==> src/rtl/alu_issue_ctrl_if.sv <==
// alu_issue_ctrl_if: instruction handshake plus ALU operand/result bus between issue control and the ALU.
interface alu_issue_ctrl_if #(
    parameter int DW = 8,
    parameter int AW = 3
);
    logic              InstValid;
    logic              InstReady;
    logic [2+2*AW:0]   Inst;
    logic [DW-1:0]     DatA;
    logic [DW-1:0]     DatB;
    logic [2:0]        ALUop;
    logic [DW-1:0]     Rslt;
    logic              Zero;
    logic              Par;
    logic              SCo;
    logic [2:0]        Flags;
    logic              Done;
    modport master (
        input  InstValid, Inst, Rslt, Zero, Par, SCo,
        output InstReady, DatA, DatB, ALUop, Flags, Done
    );
    modport slave (
        output InstValid, Inst, Rslt, Zero, Par, SCo,
        input  InstReady, DatA, DatB, ALUop, Flags, Done
    );
endinterface

==> src/rtl/alu_issue_ctrl.sv <==
// alu_issue_ctrl: issues register-register ops to a combinational ALU and writes results back.
module alu_issue_ctrl #(
    parameter  int DW   = 8,
    parameter  int NREG = 8,
    localparam int AW   = $clog2(NREG)
) (
    input  logic                  Clk,
    input  logic                  Reset_n,
    input  logic                  InitWe,
    input  logic [AW-1:0]         InitAddr,
    input  logic [DW-1:0]         InitData,
    input  logic [AW-1:0]         RdAddr,
    output logic [DW-1:0]         RdData,
    alu_issue_ctrl_if.master      bus
);
    typedef enum logic [1:0] {IDLE, EXEC, WB} state_t;
    state_t            state_q, state_d;
    logic [DW-1:0]     rf_q [NREG];
    logic [DW-1:0]     data_q, datb_q, rslt_q;
    logic [2:0]        op_q, flh_q, flags_q;
    logic [AW-1:0]     rd_q;
    logic [2:0]        op_i;
    logic [AW-1:0]     rd_i, rs_i;
    logic [DW-1:0]     opa, opb, wd;
    logic [AW-1:0]     wa;
    logic              ready, done, accept, wb_we, we;
    assign op_i = bus.Inst[2+2*AW -: 3];
    assign rd_i = bus.Inst[2*AW-1 -: AW];
    assign rs_i = bus.Inst[AW-1:0];
    // Addresses with no backing register fall through to the zero default.
    always_comb begin
        RdData = '0;
        opa = '0;
        opb = '0;
        for (int i = 0; i < NREG; i++) begin
            RdData = (RdAddr == AW'(i)) ? rf_q[i] : RdData;
            opa = (rd_i == AW'(i)) ? rf_q[i] : opa;
            opb = (rs_i == AW'(i)) ? rf_q[i] : opb;
        end
    end
    always_ff @(posedge Clk or negedge Reset_n) begin
        if (!Reset_n) state_q <= IDLE;
        else state_q <= state_d;
    end
    always_comb begin
        state_d = (state_q == IDLE) ? (accept ? EXEC : IDLE) : (state_q == EXEC) ? WB : IDLE;
    end
    always_comb begin
        ready = (state_q == IDLE) && Reset_n;
        done = (state_q == WB);
        accept = bus.InstValid && ready;
    end
    // Write-back owns the port in WB; preload only slips in on an idle cycle with no accept.
    always_comb begin
        wb_we = (state_q == WB) && (op_q != 3'd6);
        we = wb_we || (InitWe && (state_q == IDLE) && !accept);
        wa = wb_we ? rd_q : InitAddr;
        wd = wb_we ? ((op_q == 3'd7) ? datb_q : rslt_q) : InitData;
    end
    always_ff @(posedge Clk or negedge Reset_n) begin
        if (!Reset_n) begin
            for (int i = 0; i < NREG; i++) rf_q[i] <= '0;
        end else begin
            for (int i = 0; i < NREG; i++) if (we && wa == AW'(i)) rf_q[i] <= wd;
        end
    end
    always_ff @(posedge Clk or negedge Reset_n) begin
        if (!Reset_n) begin
            data_q <= '0;
            datb_q <= '0;
            op_q <= '0;
            rd_q <= '0;
            rslt_q <= '0;
            flh_q <= '0;
            flags_q <= '0;
        end else begin
            if (accept) begin
                data_q <= opa;
                datb_q <= opb;
                op_q <= op_i;
                rd_q <= rd_i;
            end
            if (state_q == EXEC) begin
                rslt_q <= bus.Rslt;
                flh_q <= {bus.SCo, bus.Par, bus.Zero};
            end
            if (state_q == WB && op_q != 3'd7) flags_q <= flh_q;
        end
    end
    assign bus.InstReady = ready;
    assign bus.Done = done;
    assign bus.DatA = data_q;
    assign bus.DatB = datb_q;
    assign bus.ALUop = op_q;
    assign bus.Flags = flags_q;
endmodule
==> src/flat_wrapper.sv <==
// flat-port wrapper written by rule: the top's interface ports become plain ports
module alu_issue_ctrl_flat 
#(
    parameter  int DW   = 8,
    parameter  int NREG = 8,
    localparam int AW   = $clog2(NREG)
)
  (Clk, Reset_n, InitWe, InitAddr, InitData, RdAddr, RdData, bus_InstValid, bus_Inst, bus_Rslt, bus_Zero, bus_Par, bus_SCo, bus_InstReady, bus_DatA, bus_DatB, bus_ALUop, bus_Flags, bus_Done);
  alu_issue_ctrl_if #(.DW(DW)) bus_i ();
  input  logic Clk;
  input  logic Reset_n;
  input  logic InitWe;
  input  logic [AW-1:0] InitAddr;
  input  logic [DW-1:0] InitData;
  input  logic [AW-1:0] RdAddr;
  output logic [DW-1:0] RdData;
  input wire logic [$bits(bus_i.InstValid)-1:0] bus_InstValid;
  input wire logic [$bits(bus_i.Inst)-1:0] bus_Inst;
  input wire logic [$bits(bus_i.Rslt)-1:0] bus_Rslt;
  input wire logic [$bits(bus_i.Zero)-1:0] bus_Zero;
  input wire logic [$bits(bus_i.Par)-1:0] bus_Par;
  input wire logic [$bits(bus_i.SCo)-1:0] bus_SCo;
  output wire logic [$bits(bus_i.InstReady)-1:0] bus_InstReady;
  output wire logic [$bits(bus_i.DatA)-1:0] bus_DatA;
  output wire logic [$bits(bus_i.DatB)-1:0] bus_DatB;
  output wire logic [$bits(bus_i.ALUop)-1:0] bus_ALUop;
  output wire logic [$bits(bus_i.Flags)-1:0] bus_Flags;
  output wire logic [$bits(bus_i.Done)-1:0] bus_Done;
  assign bus_i.InstValid = bus_InstValid;
  assign bus_i.Inst = bus_Inst;
  assign bus_i.Rslt = bus_Rslt;
  assign bus_i.Zero = bus_Zero;
  assign bus_i.Par = bus_Par;
  assign bus_i.SCo = bus_SCo;
  assign bus_InstReady = bus_i.InstReady;
  assign bus_DatA = bus_i.DatA;
  assign bus_DatB = bus_i.DatB;
  assign bus_ALUop = bus_i.ALUop;
  assign bus_Flags = bus_i.Flags;
  assign bus_Done = bus_i.Done;
  alu_issue_ctrl #(.DW(DW), .NREG(NREG)) u_core (.Clk(Clk), .Reset_n(Reset_n), .InitWe(InitWe), .InitAddr(InitAddr), .InitData(InitData), .RdAddr(RdAddr), .RdData(RdData), .bus(bus_i));
endmodule
==> config.mk <==
export PLATFORM = sky130hd
export DESIGN_NAME = alu_issue_ctrl_flat
export DESIGN_NICKNAME = d
export VERILOG_FILES = /design/src/rtl/alu_issue_ctrl_if.sv /design/src/rtl/alu_issue_ctrl.sv /design/src/flat_wrapper.sv
export SDC_FILE = /design/constraint.sdc
export NUM_CORES = 1
export LEC_CHECK = 0
export CORE_AREA = 8 8 124 126
export DETAILED_ROUTE_END_ITERATION = 7
export DIE_AREA = 0 0 132 134
export PLACE_DENSITY = 0.79
export SYNTH_ARGS = -nofsm -noshare
export SYNTH_HDL_FRONTEND = slang
export SYNTH_SLANG_ARGS = --single-unit
export TNS_END_PERCENT = 5
==> constraint.sdc <==
create_clock -name Clk -period 1.9 [get_ports Clk]
set_input_delay 0.38 -clock Clk [delete_from_list [all_inputs] [get_ports Clk]]
set_output_delay 0.38 -clock Clk [all_outputs]
set_load 0.005 [all_outputs]
* After elaboration in Yosys (flattened, before gate mapping)
Index checks and enable logic that the tools add are counted.
** Word-level totals
- Bits in registers :: 102
- Word-level logic and storage cells :: 100
** Operators by class
- Equal/unequal tests :: 33
- Mux-type cells :: 30
- Reduce and logical (&&, ||, !) cells :: 21
** Operators with widths (count)
- $mux W8 :: 26
- $eq A3 B3 Y1 const B :: 17
- $eq A3 B2 Y1 const B :: 8
- $logic_and A1 B1 Y1 :: 14
- $eq A3 B1 Y1 const B :: 4
- $logic_not A3 Y1 :: 4
- $ne A3 B3 Y1 const B :: 2
- $mux W2 :: 2
- $mux W3 :: 1
- $eq A2 B1 Y1 const B :: 1
- $eq A2 B2 Y1 const B :: 1
- $logic_not A2 Y1 :: 1
- $logic_not A1 Y1 :: 1
- $logic_or A1 B1 Y1 :: 1
- $mux W1 :: 1

* Logic depth before layout (Yosys ltp)
Gate-level depths: netlist (run 1).
- Depth after elaboration :: 9
- Gate-level depth with buffers :: 7
- Gate-level depth less buffers :: 6

* Worst setup path after synthesis (run 1)
Ideal clock, no wire load.
- Path kind :: input -> output
- Start :: input RdAddr[0]
- End :: output RdData[0]
- Arrival time :: 1.574 ns
- Data required time :: 1.520 ns
- Path slack :: -0.054 ns
- Stages :: 7
- Path buffers :: 3
- Cell sequence :: buf_2 > buf_1 > buf_2 > mux2i_1 > nor2_1 > a21oi_1 > o22ai_1
** Between the ends
- Longest elaborated chain between the ends :: 9
** RTL lines
- start, declared :: line flat_wrapper.sv:15 : input logic [AW-1:0] RdAddr;
- $logic_not A3 Y1 :: line alu_issue_ctrl.sv:36 : RdData = (RdAddr == AW'(i)) ? rf_q[i] : RdData;
- $mux W8 (7 in series) :: line alu_issue_ctrl.sv:36
- $mux W8 (*) :: line alu_issue_ctrl.sv:36
- end, declared :: line flat_wrapper.sv:16 : output logic [DW-1:0] RdData;
Mark *: on every way between the ends. The rest lies on a longest branch, timed or not.

* Final worst setup path (run 1)
- Start :: register u_core.rf_q[60] (netlist bit)
- End :: output RdData[4]
** Between the ends
- Longest elaborated chain between the ends :: 8
** RTL lines
- start, declared :: line alu_issue_ctrl.sv:18 : logic [DW-1:0] rf_q [NREG];
- $mux W8 (8 in series) :: line alu_issue_ctrl.sv:36
No other way between the ends.

==> qor.csv, run 1 <==
stage;metric;value;unit
routing;DRC violations left;0;
floorplan;Die Span Y;134;um
routing;DR iter-0 viols;589;
grt;initial antenna violation count;0;
yosys;cell with the most instances after synthesis;dfrtp_1;
clock_tree;CTS sink count;102;
yosys;syn_area_per_cell;10.9;um2
critical_path;largest stage delay on the critical path;0.35;ns
grt;total global routing overflow;0;
floorplan;die area;17700;um2
yosys;Synth Instances;544;
sta;period utilisation layout;106;%
critical_path;Setup crit end kind;primary output;
clock_tree;clk slew on worst S/H paths;0.07;ns
clock_tree;CTS HTree Levels;3;
sta;Hold Slack;0.0653;ns
yosys;area leader, netlist;dfrtp_1;
floorplan;I/O Pins;70;
floorplan;Die W;132;um
routing;final wirelength;18900;um
status;failing checks;setup timing;
yosys;area share of the largest cell type after synthesis;43.1;%
floorplan;Site Rows;43;
worst_hold_path;HP Class;in -> async;
yosys;Synth warnings;0;
critical_path;worst r2r src;u_core.state_q[0];
yosys;asr flop ratio synth;100;%
yosys;Synth area leaders;dfrtp_1 (43%), mux2_2 (15%), mux4_2 (5.3%), mux2i_1 (4.6%), o21ai_0 (4.1%);
sta;setup TNS;-0.643;ns
yosys;number of flops mapped to enable cells by yosys;0;
yosys;top post-synthesis cells by count;dfrtp_1 (102), mux2_2 (81), nand2_1 (61);
critical_path;CP Max Fanout;2;
run;max cap viols;0;
yosys;Synthesized Nets;582;
grt;All-Layer GR Usage;21.4;%
placement;Post-Place Cell Area;7570;um2
sta;worst slew pin tran;0.790;ns
grt;first-pass GRT wire length;30200;um
sta;Max Fclk;0.498;GHz
placement;RD Place Congestion;0.970;
critical_path;reg2reg end;u_core.rf_q[50];
yosys;Yosys reg bits;102;
clock_tree;hold buffers post-CTS;0;
critical_path;R2R setup slack;-0.05;ns
finish;Finished Layout Cells;880;
placement;Port Buffer Count;69;
sta;Worst Skew;0.0102;ns
critical_path;crit path kind;reg -> out;
routing;Final ANT Viol Nets;0;
power;Peak VDD IR;0.000471;V
critical_path;cells on worst reg2reg path;6;
finish;Area Overhead vs Synth;37.4;%
grt;vias in the first global route;5406;
finish;n_diodes;0;
routing;routed via count;5298;
yosys;predominant post-synthesis flop cell;dfrtp_1;
finish;design area;8130;um2
yosys;post-synth cell types;47;
grt;largest net degree at the start of global routing;64;
power;PwrDens;1170;nW/um2
critical_path;slowest stage cell on the critical path;dfrtp_1;
critical_path;crit start category;flop;
clock_tree;worst skew pair latency;0.35;ns
routing;vias per std cell;6.02;
yosys;post-synthesis sequential area ratio;43.1;%
clock_tree;CTS tree;yes;
clock_tree;Root Driver;clkbuf_16;
sta;Final setup viols;21;
finish;layout cells sized above 1;37.6;%
sta;fin. max-slew vios;0;
placement;DP Cell Count;855;
critical_path;data arrival time of the worst path;1.63;ns
sta;final worst slack;-0.108;ns
clock_tree;Num CTS Buffers;9;
sta;Slew headroom;47.3;%
routing;per-cell routed wire length;21.4;um
finish;Nets;733;
routing;drt pass-1 iters;6;
clock_tree;Bufs on Longest Clock Path;2;
placement;Final HPWL DP;13100;um
power;LEAKAGE;0.00357;uW
floorplan;Initial Util;43.8;%
critical_path;CP cell instances;nand2b_1 > a211o_1 > o21ai_2 > o21ai_1 > a31oi_1 > buf_2;
critical_path;CP required;1.52;ns
status;status;finished with violations;
floorplan;Core Area;13500;um2
sta;min Tclk post-route;2.01;ns
yosys;Mapped Area;5920;um2
sta;RSZ-0062 raised after global routing;yes;
sta;Hold Fails Final Rpt;0;
## power by group
part / total, uW / internal, uW / switching [uW]
Sequential: 3860 / 3030 / 826
Combinational: 3850 / 2320 / 1530
Clock: 1820 / 920 / 898
Total: 9520 / 6270 / 3250
## cell families after synthesis
| kind of cell | after synthesis | share of synthesized area [%] |
|---|---|---|
| and+or+nand+nor | 135 | 11.5 |
| buffers and inverters | 47 | 3.28 |
| DFF | 102 | 43.1 |
| AOI/OAI and AO/OA | 133 | 15.8 |
| muxes | 127 | 26.3 |
## cell type report
| type | instances | area [um2] |
|---|---|---|
| sequential | 102 | 2550 |
| fill | 1048 | 5380 |
| inverter | 12 | 45.0 |
| multi-input combinational | 395 | 3330 |
| clock buffer | 9 | 225 |
| timing repair buffer | 175 | 1680 |
| tap | 180 | 225 |
| clock inverter | 7 | 62.6 |
## metrics by stage
step | total power (uW) | util [%] | setup WS [ns]
global placement | 7170 | 56.1 | -0.813
CTS | 9320 | 59.6 | -0.188
global route | 10000 | 60.2 | -0.161
detailed placement | 7370 | 56.1 | -0.937
finish | 9520 | 60.2 | -0.108
floorplan | 5530 | - | -0.00337
## state kept, by name (all words and copies together), names as in the netlist
name and count:
u_core.rf_q 64, u_core.bus.DatA 8, u_core.bus.DatB 8, u_core.rslt_q 8
u_core.bus.ALUop 3, u_core.bus.Flags 3, u_core.flh_q 3, u_core.rd_q 3
u_core.state_q 2
## cell usage in the layout, fill, tap and decap left out, types with 3 or more instances in the layout
| master | Yosys | layout |
|---|---|---|
| dfrtp_1 | 102 | 102 |
| buf_4 | 0 | 81 |
| nand2_1 | 61 | 60 |
| mux2_2 | 81 | 59 |
| clkdlybuf4s50_1 | 0 | 53 |
| o21ai_0 | 48 | 35 |
| mux2i_1 | 27 | 27 |
| mux2_4 | 0 | 25 |
| nor2_1 | 28 | 25 |
| a21oi_1 | 26 | 23 |
| buf_12 | 0 | 15 |
| mux4_2 | 14 | 14 |
| inv_1 | 12 | 12 |
| o21ai_1 | 0 | 11 |
| o221ai_1 | 12 | 11 |
| buf_6 | 1 | 10 |
| nand2b_1 | 10 | 9 |
| clkbuf_16 | 0 | 9 |
| buf_2 | 8 | 8 |
| o22ai_1 | 8 | 6 |
| nand3_1 | 5 | 5 |
| nor2b_1 | 6 | 5 |
| nand3b_1 | 5 | 5 |
| o22ai_4 | 5 | 5 |
| a211oi_1 | 4 | 4 |
| a31oi_1 | 4 | 4 |
| nor3b_1 | 4 | 4 |
| o211ai_1 | 4 | 4 |
| inv_6 | 0 | 4 |
| nor2_2 | 0 | 3 |
| a21o_1 | 3 | 3 |
| a21oi_2 | 0 | 3 |
| o21ai_2 | 1 | 3 |
| a221oi_1 | 3 | 3 |
| a221o_1 | 3 | 3 |
| dlygate4sd2_1 | 0 | 3 |
## worst max path at each step
stage | startpoint | endpoint | slack [ns] | depth (start not counted)
after detailed placement | RdAddr[1] | RdData[4] | -0.94 | 7
after global routing | u_core.rf_q[60] | RdData[4] | -0.16 | 6
after global placement | RdAddr[1] | RdData[2] | -0.81 | 8
after CTS | u_core.rf_q[1] | RdData[1] | -0.19 | 3
after floorplan | u_core.state_q[0] | u_core.rf_q[10] | -0.003 | 5
final | u_core.rf_q[60] | RdData[4] | -0.11 | 6
## timing repair
action | in CTS | in global routing
pin swaps | 13 | 14
resized for setup | 88 | 35
gates cloned | 1 | 0
endpoints found under the setup margin | 77 | 68
setup buffers | 10 | 0
## layer usage
layer	vias up	share of wire (%)	global-route usage [%]
met2	306	45	32.6
li1	2328	-	-
met1	2601	42	28.1
met5	-	0	0
met4	0	3.2	9.25
met3	63	9.4	5.68
## worst max-delay path: cells and delay by family, from the launching register on
family | cells | cell delay [ns]
DFF | 1 | 0.35
buffers and inverters | 1 | 0.15
AOI/OAI and AO/OA | 4 | 0.71
and+or+nand+nor | 1 | 0.07
Note: power is estimated with default switching activity, not from simulation.
==> inputs of run 2 (changes only) <==
- CORE_AREA: 8 8 124 126 -> 8 8 158 100
- DIE_AREA: 0 0 132 134 -> 0 0 166 108
==> qor.csv, run 2 (synthesis results as in run 1) <==
stage;metric;value;unit
sta;worst slew pin tran;0.704;ns
critical_path;crit start category;flop;
grt;vias in the first global route;5485;
clock_tree;CTS tree;yes;
clock_tree;CTS HTree Levels;3;
critical_path;Worst path depth;3;
worst_hold_path;HP Class;in -> async;
routing;vias per std cell;5.96;
power;LEAKAGE;0.00369;uW
sta;Max Fclk;0.495;GHz
floorplan;Die Span Y;108;um
clock_tree;Num CTS Buffers;9;
sta;fin. max-slew vios;0;
floorplan;Initial Util;44.1;%
routing;per-cell routed wire length;22.5;um
power;sequential power share;38.5;%
routing;DRC violations left;0;
status;status;finished with violations;
sta;Worst Skew;0.00974;ns
placement;RD Place Congestion;0.989;
critical_path;Critical path buffers and inverters;1;
grt;GR met2 Demand/Resource;35.3;%
finish;most common cell after layout, fill and taps aside;dfrtp_1;
floorplan;die area;17900;um2
critical_path;Setup crit end kind;primary output;
power;switching portion of total power;32.9;%
sta;final worst slack;-0.120;ns
critical_path;crit path to;RdData[3];
critical_path;Top delay family on crit path;multiplexers;
critical_path;CP cell instances;mux4_2 > o22a_1 > buf_2;
grt;total global routing overflow;0;
critical_path;worst r2r src;u_core.state_q[0];
power;PwrDens;1190;nW/um2
routing;routed via count;5293;
clock_tree;CTS sink count;102;
finish;n_diodes;0;
grt;initial antenna violation count;0;
finish;final-layout fill cell count;1051;
critical_path;crit path kind;reg -> out;
grt;Most Used Layer, Global Route;met2;
placement;dpl ws;-0.818;ns
sta;min Tclk post-route;2.02;ns
grt;grt met3 use;6.98;%
finish;register area;2550;um2
power;Int Pwr;6660;uW
critical_path;CP Max Fanout;3;
routing;final wirelength;20000;um
power;switching power total;3270;uW
sta;period utilisation layout;106;%
sta;RSZ-0062 raised after global routing;yes;
finish;Nets;746;
critical_path;slowest stage cell on the critical path;mux4_2;
routing;drt pass-1 iters;5;
clock_tree;Bufs on Longest Clock Path;2;
finish;design area;8330;um2
placement;Port Buffer Count;69;
critical_path;reg2reg end;u_core.rf_q[46];
power;Peak VDD IR;0.000717;V
grt;largest net degree at the start of global routing;52;
status;failing checks;setup timing;
critical_path;Worst Setup SP;u_core.rf_q[43];
finish;layout cells sized above 1;37.6;%
finish;most frequent cells in the layout;dfrtp_1 (102), buf_4 (93), nand2_1 (61);
power;clock power share;19.3;%
placement;Post-Place Cell Area;7630;um2
finish;Area Overhead vs Synth;40.7;%
floorplan;Core Area;13400;um2
finish;multi-input logic area;3410;um2
sta;Final setup viols;64;
finish;Top reg by flops;u_core.rf_q;
clock_tree;worst skew pair latency;0.36;ns
clock_tree;Root Driver;clkbuf_16;
power;combinational share of power;42.2;%
run;max cap viols;0;
grt;GR Util met1;29.5;%
critical_path;data arrival time of the worst path;1.64;ns
floorplan;Site Rows;33;
critical_path;largest stage delay on the critical path;0.49;ns
routing;DR iter-0 viols;430;
finish;Finished Layout Cells;888;
floorplan;Die W;166;um
critical_path;CP required;1.52;ns
floorplan;I/O Pins;70;
sta;Slew headroom;52.8;%
finish;max reg flops;64;
grt;first-pass GRT wire length;31400;um
clock_tree;clk slew on worst S/H paths;0.07;ns
critical_path;cells on worst reg2reg path;6;
routing;Final ANT Viol Nets;0;
grt;All-Layer GR Usage;22.4;%
sta;Hold Fails Final Rpt;0;
placement;Final HPWL DP;14200;um
placement;DP Cell Count;859;
critical_path;R2R setup slack;-0.06;ns
-- run 2: cell types whose count changed in the layout (fill, tap and decap cells not counted), moves of 3 or more --
cell,previous run,this run
mux2_2,59,34
mux2_4,25,47
inv_6,4,1
buf_4,81,93
mux2_1,2,5
-- run 2: final cells by class --
class | instances | share of cell area (%)
Clock buffer | 10 | 2.87
Multi-Input combinational cell | 395 | 40.9
Inverter | 12 | 0.541
Clock inverter | 6 | 0.841
Timing Repair Buffer | 188 | 21.5
Tap cell | 175 | 2.63
Sequential cell | 102 | 30.6
-- run 2: how the worst min path moves through the flow --
stage	start	to	slack (ns)
floorplan	Reset_n	u_core.bus.ALUop[0]	0.08
global placement	Reset_n	u_core.bus.ALUop[0]	0.36
detailed placement	Reset_n	u_core.bus.ALUop[1]	0.36
CTS	Reset_n	u_core.rf_q[12]	0.25
global route	Reset_n	u_core.rf_q[53]	0.29
finish	Reset_n	u_core.rf_q[37]	0.23
-- run 2: tightest hold or removal path, cell delays in order --
cell and delay (ns):
buf_4 0.09, buf_4 0.13, buf_4 0.43
-- run 2: through the flow --
step           hold slack (ns)  setup TNS, ns  power [uW]  util, %
2_1_floorplan           0.0844        -0.0538        5530        -
4_1_cts                  0.250          -4.29        9510     60.1
3_3_place_gp             0.355         -40.06        7350     56.9
5_1_grt                  0.287          -6.51       10400     62.1
3_5_place_dp             0.357         -44.55        7490     56.9
6_report                 0.235          -1.99        9940     62.1
-- run 2: metal layers --
layer / part of all wire [%] / wire, um
met2: 45 / 8980
met4: 2.6 / 511
met5: 0 / 0
met1: 45 / 8930
met3: 7.7 / 1540
-- run 2: power groups by stage --
stage / registers (uW) / clock network (uW) / logic [uW]
2_1_floorplan: 3640 / 0 / 1880
3_3_place_gp: 3770 / 0 / 3580
3_5_place_dp: 3800 / 0 / 3690
4_1_cts: 3760 / 1950 / 3800
5_1_grt: 3900 / 2040 / 4500
6_report: 3820 / 1920 / 4200
-- run 2: what timing repair did --
item,CTS,global route
cloned,2,0
gates resized for setup,57,79
hold buffers,1,0
pin swaps,4,14
setup buffers,6,4
endpoints found under the hold margin,13,0
endpoints found under the setup margin,74,82
==> inputs of run 3 (changes only) <==
- CORE_AREA: 8 8 158 100 -> 8 8 172 93
- DIE_AREA: 0 0 166 108 -> 0 0 180 101
==> qor.csv, run 3 (synthesis results as in run 1) <==
stage;metric;value;unit
floorplan;I/O Pins;70;
critical_path;worst r2r src;u_core.state_q[0];
critical_path;crit path kind;reg -> out;
critical_path;Setup crit end kind;primary output;
clock_tree;CTS sink count;102;
clock_tree;Num CTS Buffers;9;
floorplan;Die Span Y;101;um
floorplan;Initial Util;43.0;%
finish;layout cells sized above 1;38.6;%
power;combinational share of power;40.6;%
clock_tree;CTS tree;yes;
sta;period utilisation layout;106;%
power;sequential power share;40.8;%
routing;Final ANT Viol Nets;0;
sta;min Tclk post-route;2.02;ns
floorplan;Core Area;13800;um2
finish;Top reg by flops;u_core.rf_q;
finish;most common cell after layout, fill and taps aside;dfrtp_1;
clock_tree;Root Driver;clkbuf_16;
critical_path;CP required;1.52;ns
grt;first-pass GRT wire length;32700;um
clock_tree;clk slew on worst S/H paths;0.07;ns
floorplan;Site Rows;31;
placement;RD Place Congestion;0.953;
power;total power;9600;uW
floorplan;die area;18200;um2
sta;Max Fclk;0.495;GHz
power;clock power share;18.6;%
finish;n_diodes;0;
worst_hold_path;HP Class;in -> async;
routing;DR iter-0 viols;650;
critical_path;crit start category;flop;
critical_path;data arrival time of the worst path;1.64;ns
grt;total global routing overflow;0;
grt;largest net degree at the start of global routing;59;
sta;worst slew pin tran;0.778;ns
routing;final wirelength;20900;um
clock_tree;CTS HTree Levels;3;
sta;RSZ-0062 raised after global routing;yes;
sta;Worst Skew;0.00999;ns
finish;final-layout fill cell count;1115;
sta;fin. max-slew vios;0;
sta;Hold Fails Final Rpt;0;
routing;routed via count;5358;
clock_tree;worst skew pair latency;0.36;ns
finish;Nets;745;
power;switching power total;3350;uW
finish;most frequent cells in the layout;dfrtp_1 (102), buf_4 (93), mux2_2 (78);
power;Int Pwr;6260;uW
power;Peak VDD IR;0.000661;V
critical_path;CP Max Fanout;2;
routing;per-cell routed wire length;23.4;um
floorplan;Die W;180;um
routing;DRC violations left;0;
critical_path;Worst Setup SP;u_core.rf_q[1];
run;max cap viols;0;
sta;Slew headroom;48.1;%
finish;Area Overhead vs Synth;38.4;%
power;PwrDens;1170;nW/um2
grt;initial antenna violation count;0;
routing;vias per std cell;6.00;
sta;final worst slack;-0.120;ns
grt;All-Layer GR Usage;23.1;%
clock_tree;hold buffers post-CTS;0;
power;switching portion of total power;34.9;%
clock_tree;Bufs on Longest Clock Path;2;
status;failing checks;setup timing;
status;status;finished with violations;
power;LEAKAGE;0.00355;uW
placement;Final HPWL DP;15000;um
finish;Final Core Density;59.5;%
finish;max reg flops;64;
routing;drt pass-1 iters;5;
sta;Final setup viols;39;
sta;Hold Slack;0.118;ns
grt;vias in the first global route;5588;
placement;Port Buffer Count;69;
[run 3: changes by cell type in the layout (fill, tap and decap cells not counted), sizes merged]
cell / before / now
dlymetal6s2s: 3 / 1
clkbuf: 13 / 15
bufinv: 1 / 0
inv: 13 / 12
clkdlybuf4s50: 52 / 54
clkinvlp: 3 / 1
clkinv: 1 / 4
clkdlybuf4s15: 1 / 0
dlygate4sd3: 1 / 0
[run 3: final timing paths]
| path | slack [ns] | end | depth (start not counted) |
|---|---|---|---|
| worst max-delay path | -0.12 | RdData[1] | 3 |
| worst min-delay path | 0.12 | u_core.rd_q[2] | 2 |
| worst max register to register | -0.04 | u_core.rf_q[9] | 6 |
| worst min register to register | 0.49 | u_core.bus.DatA[7] | 1 |
| max in group asynchronous | 0.66 | u_core.rf_q[1] | 3 |
| min in group Clk | 0.49 | u_core.bus.DatA[7] | 1 |
[run 3: per-layer routing]
metal,vias to the layer above,routed length (um),track usage [%]
met1,2680,9370,31.9
li1,2335,-,-
met4,0,265,5.54
met5,-,0,0
met3,35,2310,7.52
met2,308,8980,34.5
[run 3: repair_timing]
| item | 4_1_cts | 5_1_grt |
|---|---|---|
| gates cloned | 2 | 0 |
| setup endpoints to repair | 74 | 76 |
| pin swaps | 12 | 12 |
| buffers inserted | 7 | 4 |
| resized for setup | 68 | 34 |
[run 3: final cells by class]
| type | count | area [um2] | area share, % |
|---|---|---|---|
| multi-input combinational | 395 | 3270 | 39.9 |
| tap | 181 | 226 | 2.77 |
| clock inverter | 5 | 35.0 | 0.428 |
| inverter | 12 | 45.0 | 0.550 |
| sequential | 102 | 2550 | 31.2 |
| clock buffer | 11 | 243 | 2.96 |
| timing repair buffer | 187 | 1820 | 22.2 |
[run 3: worst max-delay path, cell delays in order (launching register included)]
cell and delay (ns):
dfrtp_1 0.40, mux4_2 0.48, mux2_4 0.29, buf_6 0.12
[run 3: per-stage QoR]
step	area [um2]	std cells	setup WS (ns)	setup TNS, ns
floorplan	5920	544	-0.00337	-0.0538
global placement	7670	865	-0.759	-37.34
detailed placement	7670	865	-0.845	-43.05
CTS	8070	890	-0.134	-1.21
global route	8190	893	-0.143	-2.99
finish	8190	893	-0.120	-0.815
[run 3: power by group through the flow]
stage	Combinational [uW]	Sequential [uW]	Clock, uW
floorplan	1880	3640	0
global placement	3560	3820	0
detailed placement	3730	3870	0
CTS	3790	3840	1810
global route	4180	3970	1900
finish	3900	3920	1790
